`src/rtl/route_sched_if.sv`:
```
// route_sched_if: header FIFO, payload FIFO and output-port signals of the router.
// master = the scheduler (route_sched); slave = the surrounding FIFOs and ports.
interface route_sched_if;
  logic        hdr_empty;
  logic [15:0] hdr_data;
  logic        hdr_ren;
  logic        pay_empty;
  logic        pay_ren;
  logic [7:0]  port1_addr;
  logic [7:0]  port2_addr;
  logic [7:0]  port3_addr;
  logic [2:0]  port_rdy;
  logic [2:0]  port_wen;
  logic [2:0]  port_sel;
  logic        busy;
  logic        drop_pulse;
  logic        timeout;

  modport master (
    input  hdr_empty, hdr_data, pay_empty, port1_addr, port2_addr, port3_addr, port_rdy,
    output hdr_ren, pay_ren, port_wen, port_sel, busy, drop_pulse, timeout
  );

  modport slave (
    output hdr_empty, hdr_data, pay_empty, port1_addr, port2_addr, port3_addr, port_rdy,
    input  hdr_ren, pay_ren, port_wen, port_sel, busy, drop_pulse, timeout
  );
endinterface

```
`src/rtl/route_sched.sv`:
```
// route_sched: pops a header, routes its payload beats to the matching output
// port (port1 > port2 > port3), or flushes them when no port matches.
// Optional macro ROUTE_TIMEOUT_EN: abandon a packet after TMO_CYC consecutive
// not-ready cycles on the selected port and flush its remaining beats.
module route_sched #(
  parameter int TMO_CYC = 16
) (
  input  logic          clk,
  input  logic          rst_n,
  route_sched_if.master bus
);
  typedef enum logic [2:0] {
    S_IDLE, S_HDR_RD, S_DECODE, S_XFER, S_DRAIN, S_DROP
  } state_t;

  state_t     r_state, w_next;
  logic [7:0] r_dest, r_cnt;
  logic [2:0] r_sel, r_wen, w_match;
  logic       r_drop_pulse;
  logic       w_hdr_ren, w_rdy_sel, w_cnt_nz;
  logic       w_xfer_pop, w_drop_pop, w_pay_ren, w_tmo_fire;

  if (TMO_CYC < 1 || TMO_CYC > 31) begin : g_tmo_range
    $error("route_sched: TMO_CYC out of range 1..31");
  end

  // Address match with fixed priority port1 > port2 > port3
  always_comb begin
    w_match = 3'b000;
    if (r_dest == bus.port1_addr)      w_match = 3'b001;
    else if (r_dest == bus.port2_addr) w_match = 3'b010;
    else if (r_dest == bus.port3_addr) w_match = 3'b100;
  end

  assign w_rdy_sel  = |(bus.port_rdy & r_sel);
  assign w_cnt_nz   = |r_cnt;
  assign w_xfer_pop = (r_state == S_XFER) && w_rdy_sel && !bus.pay_empty && w_cnt_nz;
  assign w_drop_pop = (r_state == S_DROP) && !bus.pay_empty && w_cnt_nz;
  assign w_pay_ren  = w_xfer_pop || w_drop_pop;

`ifdef ROUTE_TIMEOUT_EN
  localparam logic [4:0] TMO_LAST = 5'(TMO_CYC - 1);
  logic [4:0] r_wait;
  logic       r_timeout;
  logic       w_stall;

  // A stall only counts while data is waiting and the port refuses it
  assign w_stall    = (r_state == S_XFER) && !w_rdy_sel && !bus.pay_empty && w_cnt_nz;
  assign w_tmo_fire = w_stall && (r_wait == TMO_LAST);

  // Consecutive-stall counter; any pop or leaving XFER restarts it
  always_ff @(posedge clk or negedge rst_n) begin
    if (!rst_n) begin
      r_wait    <= 5'd0;
      r_timeout <= 1'b0;
    end else begin
      r_timeout <= w_tmo_fire;
      if (r_state != S_XFER || w_xfer_pop || w_tmo_fire) r_wait <= 5'd0;
      else if (w_stall)                                   r_wait <= r_wait + 5'd1;
    end
  end

  assign bus.timeout = r_timeout;
`else
  assign w_tmo_fire  = 1'b0;
  assign bus.timeout = 1'b0;
`endif

  // State register
  always_ff @(posedge clk or negedge rst_n) begin
    if (!rst_n) r_state <= S_IDLE;
    else        r_state <= w_next;
  end

  // Next-state and header pop strobe
  always_comb begin
    w_next    = r_state;
    w_hdr_ren = 1'b0;
    unique case (r_state)
      S_IDLE: begin
        if (!bus.hdr_empty) begin
          w_hdr_ren = 1'b1;
          w_next    = S_HDR_RD;
        end
      end
      S_HDR_RD: w_next = (bus.hdr_data[15:8] == 8'd0) ? S_IDLE : S_DECODE;
      S_DECODE: w_next = (w_match != 3'b000) ? S_XFER : S_DROP;
      S_XFER: begin
        if (w_tmo_fire)                         w_next = S_DROP;
        else if (w_xfer_pop && r_cnt == 8'd1)   w_next = S_DRAIN;
        else if (!w_cnt_nz)                     w_next = S_DRAIN;
      end
      S_DRAIN: w_next = S_IDLE;
      S_DROP: begin
        if (!w_cnt_nz || (w_drop_pop && r_cnt == 8'd1)) w_next = S_IDLE;
      end
      default: w_next = S_IDLE;
    endcase
  end

  // Header latch, beat counter, port select and registered write enable
  always_ff @(posedge clk or negedge rst_n) begin
    if (!rst_n) begin
      r_dest       <= 8'd0;
      r_cnt        <= 8'd0;
      r_sel        <= 3'b000;
      r_wen        <= 3'b000;
      r_drop_pulse <= 1'b0;
    end else begin
      r_wen        <= w_xfer_pop ? r_sel : 3'b000;
      r_drop_pulse <= (w_next == S_DROP) && (r_state != S_DROP);
      if (r_state == S_HDR_RD) begin
        r_dest <= bus.hdr_data[7:0];
        r_cnt  <= bus.hdr_data[15:8];
      end else if (w_pay_ren) begin
        r_cnt  <= r_cnt - 8'd1;
      end
      if (r_state == S_DECODE)   r_sel <= w_match;
      else if (w_next == S_IDLE) r_sel <= 3'b000;
    end
  end

  // hdr_ren is combinational from IDLE, so hold it low while reset is applied
  assign bus.hdr_ren    = w_hdr_ren && rst_n;
  assign bus.pay_ren    = w_pay_ren;
  assign bus.port_wen   = r_wen;
  assign bus.port_sel   = r_sel;
  assign bus.busy       = (r_state != S_IDLE);
  assign bus.drop_pulse = r_drop_pulse;
endmodule
```
`src/flat_wrapper.sv`:
```
// flat-port wrapper written by rule: the top's interface ports become plain ports
module route_sched_flat 
#(
  parameter int TMO_CYC = 16
)
  (clk, rst_n, bus_hdr_empty, bus_hdr_data, bus_pay_empty, bus_port1_addr, bus_port2_addr, bus_port3_addr, bus_port_rdy, bus_hdr_ren, bus_pay_ren, bus_port_wen, bus_port_sel, bus_busy, bus_drop_pulse, bus_timeout);
  route_sched_if bus_i ();
  input  logic clk;
  input  logic rst_n;
  input wire logic [$bits(bus_i.hdr_empty)-1:0] bus_hdr_empty;
  input wire logic [$bits(bus_i.hdr_data)-1:0] bus_hdr_data;
  input wire logic [$bits(bus_i.pay_empty)-1:0] bus_pay_empty;
  input wire logic [$bits(bus_i.port1_addr)-1:0] bus_port1_addr;
  input wire logic [$bits(bus_i.port2_addr)-1:0] bus_port2_addr;
  input wire logic [$bits(bus_i.port3_addr)-1:0] bus_port3_addr;
  input wire logic [$bits(bus_i.port_rdy)-1:0] bus_port_rdy;
  output wire logic [$bits(bus_i.hdr_ren)-1:0] bus_hdr_ren;
  output wire logic [$bits(bus_i.pay_ren)-1:0] bus_pay_ren;
  output wire logic [$bits(bus_i.port_wen)-1:0] bus_port_wen;
  output wire logic [$bits(bus_i.port_sel)-1:0] bus_port_sel;
  output wire logic [$bits(bus_i.busy)-1:0] bus_busy;
  output wire logic [$bits(bus_i.drop_pulse)-1:0] bus_drop_pulse;
  output wire logic [$bits(bus_i.timeout)-1:0] bus_timeout;
  assign bus_i.hdr_empty = bus_hdr_empty;
  assign bus_i.hdr_data = bus_hdr_data;
  assign bus_i.pay_empty = bus_pay_empty;
  assign bus_i.port1_addr = bus_port1_addr;
  assign bus_i.port2_addr = bus_port2_addr;
  assign bus_i.port3_addr = bus_port3_addr;
  assign bus_i.port_rdy = bus_port_rdy;
  assign bus_hdr_ren = bus_i.hdr_ren;
  assign bus_pay_ren = bus_i.pay_ren;
  assign bus_port_wen = bus_i.port_wen;
  assign bus_port_sel = bus_i.port_sel;
  assign bus_busy = bus_i.busy;
  assign bus_drop_pulse = bus_i.drop_pulse;
  assign bus_timeout = bus_i.timeout;
  route_sched #(.TMO_CYC(TMO_CYC)) u_core (.clk(clk), .rst_n(rst_n), .bus(bus_i));
endmodule
```
`config.mk`:
```
export PLATFORM = sky130hd
export DESIGN_NAME = route_sched_flat
export DESIGN_NICKNAME = d
export VERILOG_FILES = /design/src/rtl/route_sched_if.sv /design/src/rtl/route_sched.sv /design/src/flat_wrapper.sv
export SDC_FILE = /design/constraint.sdc
export NUM_CORES = 1
export LEC_CHECK = 0
export ABC_AREA = 0
export CAP_MARGIN = 25
export CORE_AREA = 2 2 80 82
export CTS_CLUSTER_SIZE = 30
export DETAILED_ROUTE_END_ITERATION = 10
export DIE_AREA = 0 0 82 84
export GPL_TIMING_DRIVEN = 0
export SETUP_SLACK_MARGIN = 0.05
export SKIP_CTS_REPAIR_TIMING = 1
export SYNTH_ARGS = -nofsm -noshare
export SYNTH_HDL_FRONTEND = slang
export SYNTH_SLANG_ARGS = --single-unit
```
`constraint.sdc`:
```
create_clock -name clk -period 2.5 [get_ports clk]
set_input_delay 0.75 -clock clk [delete_from_list [all_inputs] [get_ports clk]]
set_output_delay 0.75 -clock clk [all_outputs]
set_load 0.02 [all_outputs]
```
==> run summary <==
The run gives 58 as the count of boundary I/O pins. For the initial antenna violation count, the log shows 0. For the number of buffers between clock root and the deepest sink, the log shows 2. The worst reg2reg path depth was 6. The net count of the finished layout is 305. Static timing analysis puts the maximum clock frequency at 413 MHz. Worst-path maximum fanout: 2.

In this run the static leakage power is 1.14 nW. From bottom edge to top edge, the die measures 84 microns. Yosys mapped the design onto 43 distinct sky130hd cell types. The detail route stage leaves a number of antenna-violating nets equal to 0.

The number of global-route vias before repair is 1,539. The final routed wire length divided by cell count works out to 13.3 microns. The largest total area in the synthesized netlist belongs to sky130_fd_sc_hd__dfrtp_1. The clock input transition at the sequential cells of the worst setup and hold paths was 0.10 ns; the fraction of power consumed by sequential logic was 36.4%. Data on the critical path arrives at its endpoint at 1.67 ns. For the pin with the worst max-slew slack, the measured transition is 0.767 ns. Number of vias per cell after detailed routing: 4.76. The sum of net half-perimeters after detailed placement is 3.53 mm. For the final database, setup skew stands at 0.00259 ns. For the required time of the worst setup path, the log shows 1.75 ns. The region available for standard cell placement spans 0.00610 sq mm. Once the floorplan was initialized, standard cells occupied 26.9% of the core. The run gives 1,574 as the routed via count.

The slack of the worst reg-to-reg path was 0.56 ns. The number of CTS-inserted buffers was 3. The share of layout cells above drive strength 1 works out to 11.0%. The clock drives 26 sinks.

Among all flip-flop cells after synthesis, the most frequent one is sky130_fd_sc_hd__dfrtp_1. Final instance area: 0.00247 sq mm. Setup repair after global routing left no endpoint under its margin.

Share of flip-flops with an asynchronous set or reset: 100%. The total of endpoints with negative setup slack in the final report is 0, and the number of standard cells in the layout, taps in and fillers out is 331. Cell internal power was estimated by the tool at 1.24 mW.

The smallest clock period supported by the final layout is computed as 2.42 ns. The synthesis-to-finish area growth is 50.5%, and the count of buffers from port buffering is 56. The tools report the final setup TNS as 0 ns. The run finished with clean final reports.

In this run the critical register-to-register path is launched from u_core.r_state[0]. The tools report the library cell used as clock root buffer as sky130_fd_sc_hd__clkbuf_8. At the later pin of the worst-skew pair, clock insertion delay measures 0.27 ns.

The kind of end point of the critical path was an output pin. The pre-antenna-repair detailed-routing pass consisted of 4 iterations. The net switching share of the total power was 41.2%. The number of nets in the synthesized netlist is 236.

A synthesized cell averages 8.82 sq um. The final hold violation count was 0. TritonCTS built the clock tree.

The number of enable flip-flop cells after synthesis was 0; the number of DRC violations after detailed routing was 0. Entering global routing, the biggest net connects 20 pins. The total number of H-tree levels is 1, and the max-slew violation count is 0. The gate count of the mapped netlist was 186; the worst-case setup slack after placement was -0.857 ns. STA classifies the critical path startpoint as an input pin. Total congestion overflow: 0. Class of the most critical setup path: input pin to output pin. Most used standard cell by instance count after synthesis: sky130_fd_sc_hd__nand2_1. For the portion of total power attributed to the clock network, the log shows 17.1%. For the headroom to the max-slew limit, the log shows 48.5%. In this run, the number of DRC markers left after iteration 0 of detailed routing was 60.

Global routing consumed, over all layers together, 13.3% of the routing resources. The synthesized netlist occupies a cell area of 0.00164 sq mm. The worst-case vdd ir drop is 0.370 mV, and the number of synthesized register bits is 26.

The die outline area was 0.00689 sq mm. The type of the most critical hold path was input pin to async pin. Total number of placement rows: 29. By area the synthesized netlist is led by sky130_fd_sc_hd__dfrtp_1, sky130_fd_sc_hd__xor2_1, sky130_fd_sc_hd__nand2_1, sky130_fd_sc_hd__nor4_1, sky130_fd_sc_hd__nor2_1. The tools report the switching component of the power as 0.868 mW. For the post-route total power, the log shows 2.11 mW. Measured along the x axis, the die boundary spans 82 microns. Power density over the cells: 854 mW/mm^2.

The combinational share of power was 46.5%; the number of diodes was 0. The number of maximum-capacitance constraint violations was 0; the area after detailed placement was 0.00232 sq mm. For this block, the routed nets add up to 4.42 mm of wire. After detailed placement, the design holds a cell count of 320. The share of synthesized area in the top cell type comes to 39.7%. The first global-routing pass estimated 7.18 mm of wire.

Sorting the synthesized cells by how often they occur yields sky130_fd_sc_hd__nand2_1, sky130_fd_sc_hd__dfrtp_1, sky130_fd_sc_hd__xor2_1. The period utilization was 96.9%; the final setup slack of the worst path was 0.0765 ns. Critical register-to-register path endpoint: u_core.r_cnt[4].

The total number of yosys warnings was 0. The global placement routability congestion was 0.795; the sequential fraction of the synthesis area was 39.7%.
-- flip-flops by register name, summed over array words and instances, names as in the netlist --
name                   flops
u_core.r_dest              8
u_core.bus.port_wen        3
u_core.r_state             3
u_core.r_cnt               8
u_core.bus.drop_pulse      1
u_core.bus.port_sel        3
-- worst max-delay path: stages --
cell                              delay, ns
sky130_fd_sc_hd__clkdlybuf4s50_1       0.44
sky130_fd_sc_hd__nor2_1                0.13
sky130_fd_sc_hd__and3_1                0.20
sky130_fd_sc_hd__buf_4                 0.15
-- power groups by stage --
| stage | sequential (mW) | combinational (mW) | clock [mW] |
|---|---|---|---|
| 6_report | 0.768 | 0.979 | 0.360 |
| 5_1_grt | 0.792 | 1.11 | 0.384 |
| 4_1_cts | 0.759 | 0.947 | 0.368 |
| 3_5_place_dp | 0.768 | 0.941 | 0 |
| 3_3_place_gp | 0.763 | 0.923 | 0 |
| 2_1_floorplan | 0.727 | 0.651 | 0 |
-- routing by layer --
layer,track usage (%),vias up,part of all wire (%)
li1,-,786,-
met1,17.5,739,44
met2,22.0,45,49
met3,2.60,4,5.8
met4,3.33,0,1.0
met5,0,-,0
-- layout make-up --
cell class / count / area, sq um
Multi-Input combinational cell: 147 / 947
Timing Repair Buffer: 65 / 652
Buffer: 5 / 25.0
Clock buffer: 3 / 41.3
Fill cell: 617 / 3630
Inverter: 7 / 26.3
Sequential cell: 26 / 651
Tap cell: 77 / 96.3
Clock inverter: 1 / 30.0
-- cell usage in the layout (no fill, tap or decap), drive strengths merged, types with 3 or more instances in the layout --
cell	synthesis	final
nor2	12	12
buf	3	14
and3	4	4
dfrtp	26	26
nand2b	4	4
o211ai	4	4
nand2	38	38
nand3	7	7
dlymetal6s2s	0	4
nor4	8	8
ha	3	3
xor2	26	26
clkdlybuf4s50	0	49
nor3	7	7
clkbuf	3	6
a21oi	7	7
inv	7	7
-- worst max path at each step --
stage	cells after the start	slack, ns	startpoint	to
after floorplan	4	0.37	bus_port_rdy[0]	bus_pay_ren
final	4	0.08	bus_hdr_empty	bus_hdr_ren
after CTS	4	-0.87	rst_n	bus_hdr_ren
after detailed placement	4	-0.86	rst_n	bus_hdr_ren
after global placement	3	-1.33	rst_n	bus_hdr_ren
after global routing	4	0.06	bus_hdr_empty	bus_hdr_ren
-- kinds of logic after synthesis --
kind of cell    share of synthesized area, %
compound gates                          13.3
xor+xnor                                13.9
fa+ha+maj                               2.29
buf+inv                                 3.36
flops                                   39.7
mux                                     1.22
other cells                            0.229
simple gates                            26.1
-- metrics by stage --
step,utilization (%),hold slack [ns]
finish,40.5,0.334
global route,40.5,0.343
CTS,39.3,0.550
detailed placement,38.1,0.531
global placement,37.7,0.528
floorplan,-,0.454
Power figures use the tool's default switching activity.
